### config.mk
export PLATFORM = sky130hd
export DESIGN_NAME = mem_interface_unit
export DESIGN_NICKNAME = d
export VERILOG_FILES = /design/src/rtl/cpu_mem_pkg.sv /design/src/rtl/mem_interface_unit_mdr_reg.sv /design/src/rtl/mem_interface_unit.sv
export SDC_FILE = /design/constraint.sdc
export NUM_CORES = 1
export LEC_CHECK = 0
export BUFFER_PORTS_ARGS = -buffer_cell sky130_fd_sc_hd__buf_2
export CORE_MARGIN = 3
export CORE_UTILIZATION = 43
export DETAILED_ROUTE_END_ITERATION = 16
export PLACE_DENSITY = 0.82
export SYNTH_ARGS = -nofsm -noshare
export SYNTH_HDL_FRONTEND = slang
export SYNTH_SLANG_ARGS = --single-unit
export TNS_END_PERCENT = 20
### constraint.sdc
create_clock -name clock -period 1.7 [get_ports clock]
set_clock_uncertainty 0.15 [all_clocks]
set_input_delay 0.255 -clock clock [delete_from_list [all_inputs] [get_ports clock]]
set_output_delay 0.255 -clock clock [all_outputs]
set_load 0.005 [all_outputs]
### src/rtl/cpu_mem_pkg.sv
// Shared types and defaults for the memory interface stage: FSM state encoding,
// address/timeout defaults and the bus multiplexer slot that carries the MDR.
package cpu_mem_pkg;

  localparam int unsigned CPU_MEM_ADDR_W   = 9;
  localparam int unsigned CPU_MEM_TIMEOUT  = 16;
  localparam int unsigned CPU_MEM_MDR_SLOT = 21;

  typedef enum logic [2:0] {
    MS_IDLE = 3'd0,
    MS_RD   = 3'd1,
    MS_WR   = 3'd2,
    MS_DONE = 3'd3,
    MS_ERR  = 3'd4
  } mem_state_e;

endpackage

### src/rtl/mem_interface_unit_mdr_reg.sv
// Memory data register: 32-bit word loaded either from the datapath bus or from
// RAM read data, with load enable and synchronous clear.
module mdr_reg (
  input  logic        clk_i,
  input  logic        clr_i,
  input  logic        load_i,
  input  logic        sel_mem_i,
  input  logic [31:0] bus_i,
  input  logic [31:0] mem_i,
  output logic [31:0] q_o
);

  logic [31:0] mdr_q;
  logic [31:0] mdr_d;

  // Select the source and hold when not loading.
  always_comb begin
    mdr_d = mdr_q;
    if (load_i) begin
      if (sel_mem_i) begin
        mdr_d = mem_i;
      end else begin
        mdr_d = bus_i;
      end
    end else begin
      mdr_d = mdr_q;
    end
  end

  // Register update with synchronous clear.
  always_ff @(posedge clk_i) begin
    if (clr_i) begin
      mdr_q <= 32'h0000_0000;
    end else begin
      mdr_q <= mdr_d;
    end
  end

  assign q_o = mdr_q;

endmodule

### src/rtl/mem_interface_unit.sv
// Memory-side stage: MAR/MDR plus a single-outstanding RAM read/write handshake.
// Define MEM_TIMEOUT_EN to compile in the ready timeout counter and ERR state.
module mem_interface_unit
  import cpu_mem_pkg::*;
#(
  parameter int unsigned ADDR_W  = CPU_MEM_ADDR_W,
  parameter int unsigned TIMEOUT = CPU_MEM_TIMEOUT
) (
  input  logic              clock,
  input  logic              clear,
  input  logic [31:0]       bus_mux_out,
  input  logic              mar_in,
  input  logic              mdr_in,
  input  logic              read,
  input  logic              write,
  input  logic [31:0]       mem_data_in,
  input  logic              mem_ready,
  output logic [ADDR_W-1:0] mem_addr,
  output logic [31:0]       mem_data_out,
  output logic              mem_rd,
  output logic              mem_wr,
  output logic [31:0]       bus_mux_in_mdr,
  output logic              mem_busy,
  output logic              mem_done,
  output logic              mem_err
);

  localparam logic [2:0] ST_IDLE = 3'(MS_IDLE);
  localparam logic [2:0] ST_RD   = 3'(MS_RD);
  localparam logic [2:0] ST_WR   = 3'(MS_WR);
  localparam logic [2:0] ST_DONE = 3'(MS_DONE);
  localparam logic [2:0] ST_ERR  = 3'(MS_ERR);

  logic [2:0]        state_q;
  logic [2:0]        state_d;
  logic [ADDR_W-1:0] mar_q;
  logic [ADDR_W-1:0] mar_d;
  logic              mem_rd_q;
  logic              mem_wr_q;
  logic              mem_busy_q;
  logic              mem_done_q;
  logic              in_xfer_s;
  logic              reg_load_ok_s;
  logic              timeout_s;
  logic              mdr_load_s;
  logic              mdr_sel_mem_s;
  logic [31:0]       mdr_s;

  assign in_xfer_s     = (state_q == ST_RD) || (state_q == ST_WR);
  assign reg_load_ok_s = (state_q == ST_IDLE) || (state_q == ST_DONE);

`ifdef MEM_TIMEOUT_EN
  localparam int unsigned CNT_W = (TIMEOUT > 1) ? $clog2(TIMEOUT) : 1;

  logic [CNT_W-1:0] cnt_q;
  logic [CNT_W-1:0] cnt_d;
  logic             mem_err_q;

  // Counter is zero outside RD/WR, so entering a transfer always starts from 0.
  always_comb begin
    cnt_d = cnt_q;
    if (in_xfer_s) begin
      if (!mem_ready) begin
        cnt_d = cnt_q + {{(CNT_W-1){1'b0}}, 1'b1};
      end else begin
        cnt_d = cnt_q;
      end
    end else begin
      cnt_d = {CNT_W{1'b0}};
    end
  end

  // Timeout counter register.
  always_ff @(posedge clock) begin
    if (clear) begin
      cnt_q <= {CNT_W{1'b0}};
    end else begin
      cnt_q <= cnt_d;
    end
  end

  assign timeout_s = in_xfer_s && !mem_ready && (cnt_q == CNT_W'(TIMEOUT - 1));

  // Error pulse register, decoded from the next state.
  always_ff @(posedge clock) begin
    if (clear) begin
      mem_err_q <= 1'b0;
    end else begin
      mem_err_q <= (state_d == ST_ERR);
    end
  end

  assign mem_err = mem_err_q;
`else
  assign timeout_s = 1'b0;
  assign mem_err   = 1'b0;
`endif

  // Next-state logic; mem_ready wins over a timeout on the same edge.
  always_comb begin
    state_d = state_q;
    case (state_q)
      ST_IDLE: begin
        if (read) begin
          state_d = ST_RD;
        end else if (write) begin
          state_d = ST_WR;
        end else begin
          state_d = ST_IDLE;
        end
      end
      ST_RD, ST_WR: begin
        if (mem_ready) begin
          state_d = ST_DONE;
        end else if (timeout_s) begin
          state_d = ST_ERR;
        end else begin
          state_d = state_q;
        end
      end
      ST_DONE: state_d = ST_IDLE;
`ifdef MEM_TIMEOUT_EN
      ST_ERR:  state_d = ST_IDLE;
`endif
      default: state_d = ST_IDLE;
    endcase
  end

  // MAR only accepts the bus when no transfer is in flight.
  always_comb begin
    mar_d = mar_q;
    if (mar_in && reg_load_ok_s) begin
      mar_d = bus_mux_out[ADDR_W-1:0];
    end else begin
      mar_d = mar_q;
    end
  end

  // State, MAR and strobe registers; strobes are registered copies of the next state.
  always_ff @(posedge clock) begin
    if (clear) begin
      state_q    <= ST_IDLE;
      mar_q      <= {ADDR_W{1'b0}};
      mem_rd_q   <= 1'b0;
      mem_wr_q   <= 1'b0;
      mem_busy_q <= 1'b0;
      mem_done_q <= 1'b0;
    end else begin
      state_q    <= state_d;
      mar_q      <= mar_d;
      mem_rd_q   <= (state_d == ST_RD);
      mem_wr_q   <= (state_d == ST_WR);
      mem_busy_q <= (state_d == ST_RD) || (state_d == ST_WR);
      mem_done_q <= (state_d == ST_DONE);
    end
  end

  assign mdr_sel_mem_s = (state_q == ST_RD);
  assign mdr_load_s    = (mdr_sel_mem_s && mem_ready) || (mdr_in && reg_load_ok_s);

  mdr_reg u_mdr (
    .clk_i     (clock),
    .clr_i     (clear),
    .load_i    (mdr_load_s),
    .sel_mem_i (mdr_sel_mem_s),
    .bus_i     (bus_mux_out),
    .mem_i     (mem_data_in),
    .q_o       (mdr_s)
  );

  assign mem_addr       = mar_q;
  assign mem_data_out   = mdr_s;
  assign bus_mux_in_mdr = mdr_s;
  assign mem_rd         = mem_rd_q;
  assign mem_wr         = mem_wr_q;
  assign mem_busy       = mem_busy_q;
  assign mem_done       = mem_done_q;

endmodule

==> summary.md <==
* **outcome** completed
* **overall via count from detail_route** 1,976
* **clock share of power** 0.252
* **Mapped Cells** 231
* **worst hold path class** primary input to register
* **Int Power** 1.793 mW
* **antenna-violating nets left** 0
* **# Post-CTS Setup Buffers** 0
* **TritonCTS clock tree** done
* **M1 WL** 2.070 mm
* **Inserted Clock Buffers** 5
* **clock tree root buffer cell** clkbuf_8
* **commonest non-fill, non-tap cell in the layout** buf_2
* **clk slew on worst S/H paths** 0.08 ns
* **power density of the placed cells** 794.4 mW/mm^2
* **area post-placement** 0.003018 sq mm
* **number of top-level pins** 149
* **synth top area cells** dfxtp_1, mux2i_1, a211oi_2
* **net switching power** 0.6809 mW
* **async set-reset flop share out of synthesis** 0
* **Post-synth EDFFs** 0
* **cell taking the most area after synthesis** dfxtp_1
* **max-slew violation count** 0
* **highest signal layer in the routed design** met4
* **drt via density** 4.750
* **starting utilization of the core area** 0.4615
* **Synth Register Bits** 48
* **average routed wire per standard cell** 13.13 um
* **area share of the leading cell type in the synthesized netlist** 0.3926
* **Distinct cells, synth** 25
* **total inserted antenna cells** 0
* **Leakage Power** 1.443 nW
* **post-route fraction of the period consumed by the critical path** 0.9300
* **Detailed Routing Iterations Pass 1** 4
* **Critical Path Sink Type** register
* **antenna violations before repair** 0
* **count of input and output buffers** 147
* **Max Clk Rate** 632.5 MHz
* **Total Power Consumption** 2.474 mW
* **post-route minimum period** 1.581 ns
* **startpoint class of the critical path** register
* **total routing resource utilization after global routing** 0.1615
* **sinks on the clock net** 48
* **area inside the core boundary** 0.005303 sq mm
* **sequential element share of the synthesized area** 0.3926
* **final standard cell utilization of the core** 0.5873
* **global-route wire length before repair** 8.286 mm
* **final weighted congestion in routability-driven placement** 0.7106
* **Critical Path Fanout Max** 37
* **Setup Crit Path Kind** register to register
* **most used flip-flop cell after synthesis** dfxtp_1
* **number of placement rows** 26
* **count of maximum capacitance violations** 0
* **Switching Share** 0.2753
* **data required time of the worst path** 1.76 ns
* **layout cells sized above 1** 0.5751
* **Mapped Area** 0.002447 sq mm
* **count of synthesis-stage warnings from yosys** 0
* **Worst EP arrival** 1.64 ns
* **sequential fraction of design power** 0.513
* **number of remaining DRC errors** 0
* **hold violation total from the final report** 0
* **deepest clock path buffer count** 2
* **setup total negative slack** 0 ns
* **Final Net Count** 417
* **deepest level of the CTS H-tree** 2
* **wire length on met2** 2.875 mm
* **combinational share of power** 0.235
* **worst hold slack across all endpoints** 0.03668 ns
* **insertion delay of the later-clocked pin in the worst-skew pair** 0.29 ns
* **commonest cells after routing, fill and taps aside** buf_2, dfxtp_1, nor2_1
* **GR Overflow Total** 0
* **via count of the first global-routing pass** 1,821
* **pin count of the biggest net entering global routing** 38
* **highest ir drop seen on vdd** 0.3902 mV
* **Routed Wire Length** 5.463 mm
* **met3 routed wirelength** 482 um
* **horizontal die dimension** 81.44 um
* **syn_area_per_cell** 10.59 sq um
* **Synth-to-Final Area Change** 27.25%
* **drt initial violations** 51
* **CTS Hold Bufs** 0
* **number of endpoints failing setup at the final stage** 0
* **post-cts gate resize count** 0
* **half-perimeter wire length of the detailed placement result** 4.237 mm
* **height of the die** 81.44 um
* **area enclosed by the die boundary** 0.006632 sq mm
* **cell area after layout** 0.003114 sq mm
==> registers in the layout (all words and copies together), names as in the netlist <==
signal / count
mem_addr: 9
mem_rd: 1
state_q: 3
mem_done: 1
mem_busy: 1
u_mdr.q_o: 32
mem_wr: 1
==> synthesized netlist by cell type (2+ instances only) <==
cell,instances
clkbuf_1,5
nor2_1,43
a211oi_2,30
buf_4,35
buf_6,8
dfxtp_1,48
nor2b_1,2
a211oi_1,2
mux2i_1,41
a21oi_1,2
==> power by group through the flow <==
stage	registers, mW	clock network, mW	logic (mW)
after floorplan	1.30	0	0.399
after global placement	1.29	0	0.573
after detailed placement	1.29	0	0.587
after CTS	1.27	0.649	0.588
after global routing	1.28	0.709	0.645
final	1.27	0.624	0.581
==> stage by stage <==
step,cells,worst slack (ns)
4_1_cts,416,0.04162
3_3_place_gp,409,0.1366
2_1_floorplan,232,0.2522
6_report,416,0.1189
5_1_grt,416,-0.005483
3_5_place_dp,409,0.05507
==> cell families after synthesis <==
group                     share of synthesized area
AOI/OAI and AO/OA                            0.1769
xor gates and xnor gates                   0.003579
buffers and inverters                        0.1590
DFF                                          0.3926
muxes                                        0.1723
other                                      0.001532
and+or+nand+nor                             0.09407
==> cell type report <==
| cell class | instances | area [sq um] |
|---|---|---|
| Tap cell | 70 | 87.58 |
| Inverter | 1 | 3.754 |
| Fill cell | 441 | 2188 |
| Timing Repair Buffer | 156 | 853.3 |
| Sequential cell | 48 | 963.4 |
| Clock buffer | 6 | 72.57 |
| Multi-Input combinational cell | 134 | 1129 |
| Clock inverter | 1 | 5.005 |
==> worst paths after layout <==
| check | startpoint | endpoint | slack [ns] | cells past startpoint |
|---|---|---|---|---|
| setup / recovery | state_q[0] | u_mdr.q_o[24] | 0.12 | 5 |
| hold / removal | clear | state_q[0] | 0.04 | 2 |
| setup reg to reg | state_q[0] | u_mdr.q_o[24] | 0.12 | 5 |
| hold reg to reg | mem_addr[5] | mem_addr[5] | 0.35 | 2 |
==> worst max-delay path, cell delays in order (launching register included) <==
cell      delay [ns]
dfxtp_2         0.37
xor2_1          0.22
o21ai_4         0.24
buf_12          0.24
nor2_1          0.06
a211oi_1        0.22
==> routing by layer <==
metal | vias up | GRT usage
met3 | 5 | 0.04496
met2 | 82 | 0.3029
met4 | 0 | 0.05405
li1 | 994 | -
met1 | 895 | 0.1722
met5 | - | 0
Power figures use the tool's default switching activity.
